**src/rtl/conv2d_ctrl_pkg.sv**
```systemverilog
// Shared definitions for the conv2d sequencer: widths, depths, FSM states and
// the result FIFO entry layout.
package conv2d_ctrl_pkg;

   localparam int BIT_DATA       = 8;
   localparam int KSIZE          = 9;
   localparam int BIT_Y          = 2 * BIT_DATA + $clog2(KSIZE - 1);
   localparam int KERNEL_LATENCY = 5;
   localparam int DIM_BITS       = 8;
   localparam int FIFO_DEPTH     = 8;
   localparam int CNT_BITS       = $clog2(FIFO_DEPTH + 1);
   localparam int SEQ_BITS       = 2 * DIM_BITS;

   typedef enum logic [1:0] {
      IDLE  = 2'd0,
      RUN   = 2'd1,
      DRAIN = 2'd2,
      DONE  = 2'd3
   } state_e;

   typedef struct packed {
      logic             last;
      logic [BIT_Y-1:0] data;
   } result_t;

endpackage

```
**src/rtl/conv2d_result_fifo.sv**
```systemverilog
// Synchronous result FIFO holding kernel y plus its end-of-map flag.
// Pointers carry an extra wrap bit so full and empty are distinguishable.
module conv2d_result_fifo
   import conv2d_ctrl_pkg::*;
(
   input  logic    clock,
   input  logic    reset,
   input  logic    push,
   input  result_t push_data,
   input  logic    pop,
   output logic    empty,
   output result_t pop_data
);

   localparam int AW = $clog2(FIFO_DEPTH);
   localparam logic [AW:0] PTR_ONE = {{AW{1'b0}}, 1'b1};

   logic [AW:0] wr_ptr_q, wr_ptr_d;
   logic [AW:0] rd_ptr_q, rd_ptr_d;
   logic        full;
   result_t     mem_q [FIFO_DEPTH];

   always_comb begin
      wr_ptr_d = push ? wr_ptr_q + PTR_ONE : wr_ptr_q;
      rd_ptr_d = pop  ? rd_ptr_q + PTR_ONE : rd_ptr_q;
   end

   assign empty = (wr_ptr_q == rd_ptr_q);
   assign full  = (wr_ptr_q[AW] != rd_ptr_q[AW]) && (wr_ptr_q[AW-1:0] == rd_ptr_q[AW-1:0]);
   // Gate the read port so stale or never-written entries never reach the outputs.
   assign pop_data = empty ? '0 : mem_q[rd_ptr_q[AW-1:0]];

   always_ff @(posedge clock or posedge reset) begin
      if (reset) begin
         wr_ptr_q <= '0;
         rd_ptr_q <= '0;
      end else begin
         wr_ptr_q <= wr_ptr_d;
         rd_ptr_q <= rd_ptr_d;
      end
   end

   // NOTE: storage is deliberately not reset; clearing the pointers empties the FIFO.
   always_ff @(posedge clock) begin
      if (push) mem_q[wr_ptr_q[AW-1:0]] <= push_data;
   end

   no_overflow: assert property (@(posedge clock) disable iff (reset) (push && !pop) |-> !full);
   no_underrun: assert property (@(posedge clock) disable iff (reset) pop |-> !empty);

endmodule

```
**src/rtl/conv2d_ctrl.sv**
```systemverilog
// Sequencer for the pipelined 3x3 conv2d kernel: raster window requests,
// kernel token delay line, credit-limited capture of results into a FIFO.
module conv2d_ctrl
   import conv2d_ctrl_pkg::*;
(
   input  logic                    clock,
   input  logic                    reset,
   input  logic                    start,
   input  logic [DIM_BITS-1:0]     cfg_height,
   input  logic [DIM_BITS-1:0]     cfg_width,
   output logic                    busy,
   output logic                    done,
   output logic                    cfg_err,
   output logic                    win_valid,
   input  logic                    win_ready,
   output logic [DIM_BITS-1:0]     win_row,
   output logic [DIM_BITS-1:0]     win_col,
   input  logic                    kernel_x_valid,
   input  logic signed [BIT_Y-1:0] kernel_y,
   output logic                    out_valid,
   input  logic                    out_ready,
   output logic signed [BIT_Y-1:0] out_data,
   output logic                    out_last
);

   localparam logic [CNT_BITS-1:0] CNT_ONE = CNT_BITS'(1);
   localparam logic [DIM_BITS-1:0] DIM_ONE = DIM_BITS'(1);

   state_e                    state_q, state_d;
   logic [DIM_BITS-1:0]       oh_q, oh_d, ow_q, ow_d;
   logic [DIM_BITS-1:0]       row_q, row_d, col_q, col_d;
   logic [CNT_BITS-1:0]       outst_q, outst_d;
   logic [CNT_BITS-1:0]       pend_q, pend_d;
   logic [KERNEL_LATENCY-1:0] tok_q, tok_d;
   logic [SEQ_BITS-1:0]       push_cnt_q, push_cnt_d;
   logic [SEQ_BITS-1:0]       last_idx_q, last_idx_d;
   logic                      cfg_err_q, cfg_err_d;

   logic                cfg_ok, win_hs, pop, push, fifo_empty;
   logic [DIM_BITS-1:0] oh_new, ow_new;
   result_t             push_entry, head_entry;

   assign cfg_ok    = (cfg_height >= DIM_BITS'(3)) && (cfg_width >= DIM_BITS'(3));
   assign oh_new    = cfg_height - DIM_BITS'(2);
   assign ow_new    = cfg_width  - DIM_BITS'(2);
   assign win_valid = (state_q == RUN) && (outst_q < CNT_BITS'(FIFO_DEPTH));
   assign win_hs    = win_valid && win_ready;
   assign pop       = out_valid && out_ready;
   // The kernel cannot stall: a token leaving the delay line is captured unconditionally.
   assign push      = tok_q[KERNEL_LATENCY-1];

   always_comb begin
      // NOTE: every _d gets its hold value first so no path through the case infers a latch.
      state_d    = state_q;
      oh_d       = oh_q;
      ow_d       = ow_q;
      row_d      = row_q;
      col_d      = col_q;
      outst_d    = outst_q;
      pend_d     = pend_q;
      push_cnt_d = push ? push_cnt_q + SEQ_BITS'(1) : push_cnt_q;
      last_idx_d = last_idx_q;
      cfg_err_d  = 1'b0;
      tok_d      = {tok_q[KERNEL_LATENCY-2:0], kernel_x_valid};

      case ({win_hs, pop})
         2'b10:   outst_d = outst_q + CNT_ONE;
         2'b01:   outst_d = outst_q - CNT_ONE;
         default: outst_d = outst_q;
      endcase

      case ({win_hs, kernel_x_valid})
         2'b10:   pend_d = pend_q + CNT_ONE;
         2'b01:   pend_d = pend_q - CNT_ONE;
         default: pend_d = pend_q;
      endcase

      case (state_q)
         IDLE: begin
            if (start) begin
               if (cfg_ok) begin
                  state_d    = RUN;
                  oh_d       = oh_new;
                  ow_d       = ow_new;
                  row_d      = '0;
                  col_d      = '0;
                  push_cnt_d = '0;
                  last_idx_d = SEQ_BITS'(oh_new) * SEQ_BITS'(ow_new) - SEQ_BITS'(1);
               end else begin
                  cfg_err_d = 1'b1;
               end
            end
         end
         RUN: begin
            if (win_hs) begin
               if (col_q == ow_q - DIM_ONE) begin
                  col_d = '0;
                  if (row_q == oh_q - DIM_ONE) state_d = DRAIN;
                  else                         row_d   = row_q + DIM_ONE;
               end else begin
                  col_d = col_q + DIM_ONE;
               end
            end
         end
         DRAIN:   if (outst_q == '0) state_d = DONE;
         DONE:    state_d = IDLE;
         default: state_d = IDLE;
      endcase
   end

   // NOTE: non-blocking assignments so every flop samples pre-edge values.
   always_ff @(posedge clock or posedge reset) begin
      if (reset) begin
         state_q    <= IDLE;
         oh_q       <= '0;
         ow_q       <= '0;
         row_q      <= '0;
         col_q      <= '0;
         outst_q    <= '0;
         pend_q     <= '0;
         tok_q      <= '0;
         push_cnt_q <= '0;
         last_idx_q <= '0;
         cfg_err_q  <= 1'b0;
      end else begin
         state_q    <= state_d;
         oh_q       <= oh_d;
         ow_q       <= ow_d;
         row_q      <= row_d;
         col_q      <= col_d;
         outst_q    <= outst_d;
         pend_q     <= pend_d;
         tok_q      <= tok_d;
         push_cnt_q <= push_cnt_d;
         last_idx_q <= last_idx_d;
         cfg_err_q  <= cfg_err_d;
      end
   end

   assign push_entry = '{last: (push_cnt_q == last_idx_q), data: kernel_y};

   conv2d_result_fifo u_fifo (
      .clock     (clock),
      .reset     (reset),
      .push      (push),
      .push_data (push_entry),
      .pop       (pop),
      .empty     (fifo_empty),
      .pop_data  (head_entry)
   );

   assign busy      = (state_q == RUN) || (state_q == DRAIN);
   assign done      = (state_q == DONE);
   assign cfg_err   = cfg_err_q;
   assign win_row   = row_q;
   assign win_col   = col_q;
   assign out_valid = !fifo_empty;
   assign out_data  = head_entry.data;
   assign out_last  = head_entry.last;

   // The fetcher may only present x for a window it has already accepted.
   no_orphan_kernel_x: assert property (@(posedge clock) disable iff (reset)
      kernel_x_valid |-> (pend_q != '0));

endmodule

```
**config.mk**
```make
export PLATFORM = sky130hd
export DESIGN_NAME = conv2d_ctrl
export DESIGN_NICKNAME = d
export VERILOG_FILES = /design/src/rtl/conv2d_ctrl_pkg.sv /design/src/rtl/conv2d_result_fifo.sv /design/src/rtl/conv2d_ctrl.sv
export SDC_FILE = /design/constraint.sdc
export NUM_CORES = 1
export LEC_CHECK = 0
export BUFFER_PORTS_ARGS = -buffer_cell sky130_fd_sc_hd__buf_2
export CORE_MARGIN = 4
export CORE_UTILIZATION = 55
export DETAILED_ROUTE_END_ITERATION = 10
export GPL_TIMING_DRIVEN = 0
export PLACE_DENSITY = 0.69
export RECOVER_POWER = 50
export SLEW_MARGIN = 20
export SYNTH_ARGS = -nofsm -noshare
export SYNTH_HDL_FRONTEND = slang
export SYNTH_SLANG_ARGS = --single-unit
```
**constraint.sdc**
```tcl
create_clock -name clock -period 3.39 [get_ports clock]
set_clock_uncertainty 0.2 [all_clocks]
set_input_delay 0.678 -clock clock [delete_from_list [all_inputs] [get_ports clock]]
set_output_delay 0.678 -clock clock [all_outputs]
set_load 0.02 [all_outputs]
```
-- Word level (Yosys, flattened, before mapping)
Memories as Yosys holds them, arrays and structs flattened.
Index checks and enable logic that the tools add are counted.
- flip-flop bits (word level): 84
- memory bits (writable): 160
- output and inout bits: 41
- logic and storage cells: 86
- memories kept: 1
- $add $sub $neg: 12
- multiply operators: 1
- $lt $le $gt $ge: 3
- eq/ne operators: 16
- multiplexer cells: 27
- reduce and logical (&&, ||, !) cells: 14
- memory list (memory ; words ; width ; rd ports ; clocked after Yosys merged registers in ; wr ports ; line ; source):
    u_fifo.mem_q ; 8 ; 20 ; 1 ; 0 ; 1 ; conv2d_result_fifo.sv:21 ; result_t mem_q [FIFO_DEPTH];
- operators with widths (operator ; number):
    16-bit 2-to-1 mux ; 4
    8-bit 2-to-1 mux ; 7
    8-bit case mux with 2 select lines ; 2
    20-bit 2-to-1 mux ; 1
    16-bit by 1-bit adder with 16-bit output (second input constant) ; 1
    8-bit by 1-bit adder with 8-bit output (second input constant) ; 2
    16-bit == test ; 1
    8-bit == test ; 2
    8-bit by 2-bit greater-or-equal comparator with 1-bit output (second input constant) ; 2
    8-bit by 8-bit multiplier with 16-bit output ; 1
    16-bit by 1-bit subtractor with 16-bit output (second input constant) ; 1
    8-bit by 1-bit subtractor with 8-bit output (second input constant) ; 2
    8-bit by 2-bit subtractor with 8-bit output (second input constant) ; 2
    4-bit by 1-bit adder with 4-bit output (second input constant) ; 3
    2-bit 2-to-1 mux ; 6
    6-bit AND reduction ; 2
    2-bit != test (second input constant) ; 5
    2-bit case mux with 4 select lines ; 1
    4-bit case mux with 2 select lines ; 1
    2-bit == test (second input constant) ; 3
    1-bit 2-to-1 mux ; 5
    2-bit by 1-bit == test with 1-bit output (second input constant) ; 2
    4-bit == test ; 1
    1-bit logical AND ; 4
    other kinds (10) ; 12

-- Depth between registers and ports, before layout
- depth after elaboration: 6
- gate-level depth with buffers: 21
- gate-level depth less buffers: 21

-- By module
From an unflattened synthesis, not the netlist that was laid out.
- cells, all modules: 1075
- area, all modules: 13225.2 µm²
- modules (own cells, without submodules) (module ; instances ; cells each ; area an instance (µm²)):
    conv2d_result_fifo ; 1 ; 342 ; 6672.6
    conv2d_ctrl ; 1 ; 733 ; 6552.5

-- Worst setup path after synthesis
Ideal clock, no wire load.
- kind: input port to flip-flop
- start: in cfg_height[1]
- end: reg last_idx_q[14]
- setup time: 0.082 ns
- data arrival time: 5.289 ns
- setup slack: -2.180 ns
- stages on the path: 19
- path buffers: 1
- cell sequence: clkbuf_1 nor3_1 nor3b_1 xor2_1 nand2_1 fa_1 inv_1 fa_1 fa_1 inv_1 fa_1 inv_1 ha_1 o21a_1 o21ai_0 o21ai_0 a21boi_0 or3_1 a31oi_1
- word-level cells in the longest chain between the ends: 3
- elaborated cells on any way between the ends: 6
- RTL lines (item ; line ; source):
    start, declared ; conv2d_ctrl.sv:9 ; input logic [DIM_BITS-1:0] cfg_height,
    8-bit by 2-bit subtractor with 8-bit output / 8-bit by 2-bit greater-or-equal comparator with 1-bit output (equally long branches) ; conv2d_ctrl.sv:44, conv2d_ctrl.sv:43 ;
    8-bit by 8-bit multiplier with 16-bit output / 1-bit logical AND (equally long branches) ; conv2d_ctrl.sv:88, conv2d_ctrl.sv:43 ;
    16-bit by 1-bit subtractor with 16-bit output / 3-bit AND reduction (equally long branches) ; - ;
    end signal, assigned ; conv2d_ctrl.sv:135 ; last_idx_q <= last_idx_d;
    end, declared ; conv2d_ctrl.sv:36 ; logic [SEQ_BITS-1:0] last_idx_q, last_idx_d;
Parallel ways exist; a longest one is shown, timed or not.
A chain may end at the register's enable or synchronous reset.

-- Worst setup path after layout
- start: in cfg_height[4]
- end: reg last_idx_q[13]
The elaborated chain is that of the path after synthesis.

==> summary.txt <==
internal power - 8.88 mW
critical path's slowest cell - fa_2
clk slew on worst S/H paths - 0.05 ns
Post-synth EDFFs - 160
Worst Path Buf+Inv - 4
DIE AREA - 26200 um2
CP Max Fanout - 5
Final Worst Setup Slack - -1.53 ns
Hold Fails Final Rpt - 0
hpwl dp - 19300 um
vias in the first global route - 8430
Skew-Pair Late Insertion Delay - 0.52 ns
largest family of logic cells by synthesized area - adder cells
post-synthesis simple-gate area fraction - 10.5%
Slew @ Worst Pin - 1.31 ns
antenna violations before repair - 0
Synth Instances - 1030
area grow syn2layout - 21.6%
total gr overflow - 0
post-synthesis register bit count - 244
startpoint types - input pin
violated checks - negative setup slack
share of cells above drive strength 1 - 25.4%
setup_tns - -15.03 ns
critical path arrival - 5.10 ns
Slew HR - 12.0%
placed cell count - 1437
Final Util - 67.7%
Max Freq - 203 MHz
post-synthesis cell type count - 62
final slew viol count - 0
Mapped Area - 13000 um2
Crit. End Element - flip-flop
# rows - 56
final net count - 1328
Net Sw Frac - 38.3%
P_leak - 6.44 nW
sequential share of the synthesized area - 53.1%
CP cell instances - buf_8 -> nor4_4 -> nand2_2 -> xnor2_2 -> nand2_2 -> fa_2 -> inv_2 -> fa_1 -> fa_1 -> inv_2 -> fa_1 -> inv_2 -> ha_4 -> a211o_1 -> nor2_2 -> o21ai_2 -> nand4_1 -> a31oi_1 -> xnor2_1 -> o21ai_1
pre-CTS setup slack - -2.38 ns
CTS H-Tree Depth - 1
Antenna Nets Post-Route - 0
first drt pass iteration count - 5
number of port buffers - 78
clock buffer depth - 3
largest net degree at the start of global routing - 57
Power, Total - 14.4 mW
ys async rst share - 34.4%
# diodes - 0
status - complete, but fails checks
Worst Path Required - 3.57 ns
DR vias - 8243
Psw - 5.52 mW
Ports - 82
Synth Area in Compound Gates - 5.79%
CTS tree - built
Initial DRC Count - 494
Synth Flop Type - edfxtp_1
post-synthesis adder-cell area fraction - 11.8%
MaxCap Viol Count - 0
Die Ht - 162 um
Tcrit/Tclk final - 145%
min Tclk post-route - 4.92 ns
commonest non-fill, non-tap cells in the layout - edfxtp_1 (160), nand2_1 (98), dfrtp_1 (83)
CTS Sinks - 244
slowest stage delay, CP - 0.56 ns
commonest non-fill, non-tap cell in the layout - edfxtp_1
Post-Synth XOR/XNOR Area - 6.19%
RSZ-0062 raised after global routing - true
power density over cell area - 910 nW/um2
combinational share of power - 51.1%
first-pass GRT wire length - 44900 um
VDD IR max - 0.000489 V
initial core utilization - 55.6%
Core ar. - 23400 um2
WL final - 28000 um
RePlAce Congestion - 0.817
Avg Inst Size Synth - 12.6 um2
Synth Net Count - 1169
width of the die - 162 um
Vias/cell - 5.39
post-synthesis mux area share - 8.98%
yosys warns - 0
worst hold path type - input pin to flip-flop
WS Path Type - input pin to flip-flop
gr usage total - 21.5%
endpoints failing setup - 13
kind of cell adding the most delay to the critical path - adder cells
drt wl/cell - 18.3 um
DR DRC count - 0
Flop pwr share - 29.5%
CTS buffer count - 26
Clk pwr share - 19.5%
clk root buf - clkbuf_16
Non-Filler Instances - 1528
[repair_timing]
item                                    in CTS  in global routing
buffers inserted                            23                 20
endpoints found under the setup margin      34                 29
hold buffers                                 1                  0
pin swaps                                   23                 38
resized for setup                           67                 53
hold endpoints to repair                    28                  0
[through the flow]
stage,hold slack (ns),instance area (um2)
after floorplan,0.131,13300
after global placement,0.133,14100
after detailed placement,0.135,14300
after CTS,0.0528,15600
after global routing,0.0517,15800
final,0.0718,15800
[state kept, by name, summed over array words and instances (netlist names)]
register and flops:
u_fifo.mem_q 160, last_idx_q 16, push_cnt_q 16, oh_q 8, ow_q 8, win_col 8
win_row 8, tok_q 5, outst_q 4, u_fifo.rd_ptr_q 4, u_fifo.wr_ptr_q 4, state_q 2
cfg_err 1
[metal layers]
metal	routed length [um]	vias to the layer above	GRT usage [%]
met4	507	0	4.88
met2	14700	166	38.4
met1	11700	4091	28.3
met5	0	-	0
met3	1110	39	2.87
li1	-	3947	-
[final timing paths]
kind,start,to,slack [ns],cells after the start
max in group asynchronous,reset,u_fifo.rd_ptr_q[0],0.76,4
min in group asynchronous,reset,outst_q[0],0.79,3
max,cfg_height[4],last_idx_q[13],-1.53,20
min,kernel_x_valid,tok_q[0],0.07,1
min reg2reg,tok_q[2],tok_q[3],0.15,0
max reg2reg,u_fifo.rd_ptr_q[1],outst_q[3],0.28,12
[power groups by stage]
stage	Clock [mW]	Sequential, mW	Combinational, mW
floorplan	0	4.20	4.99
global placement	0	4.26	6.41
detailed placement	0	4.27	6.66
CTS	2.87	4.24	7.02
global route	3.00	4.32	8.14
finish	2.81	4.24	7.35
[synthesized netlist by cell type (9+ instances only)]
cell type / n / share of area [%]
o21ai_0: 44 / 1.7
nand3_1: 10 / 0.38
xnor2_1: 56 / 3.8
mux2i_1: 23 / 1.8
nand4_1: 14 / 0.67
clkbuf_1: 26 / 0.75
ha_1: 56 / 5.4
nand2_1: 105 / 3.0
mux4_2: 40 / 6.9
xor2_1: 36 / 2.4
nor2b_1: 9 / 0.43
nor2_1: 83 / 2.4
edfxtp_1: 160 / 37
fa_1: 42 / 6.5
dfrtp_1: 84 / 16
nand2b_1: 18 / 0.87
a21oi_1: 19 / 0.73
nor4_1: 9 / 0.43
inv_1: 91 / 2.6
[kinds of logic (layout without fill, tap and decap cells)]
group / Yosys count / count (layout)
compound gates: 114 / 114
simple gates: 291 / 291
flops: 244 / 244
fa+ha+maj: 98 / 98
buf+inv: 125 / 304
mux: 66 / 66
xor+xnor: 92 / 92
[layout make-up]
| class | instances | area (um2) |
|---|---|---|
| Fill cell | 1725 | 7570 |
| Sequential cell | 244 | 6910 |
| Multi-Input combinational cell | 661 | 6240 |
| Timing Repair Buffer | 132 | 896 |
| Clock buffer | 38 | 757 |
| Tap cell | 319 | 399 |
| Inverter | 91 | 354 |
| Buffer | 33 | 175 |
| Clock inverter | 10 | 109 |
Power figures use the tool's default switching activity.
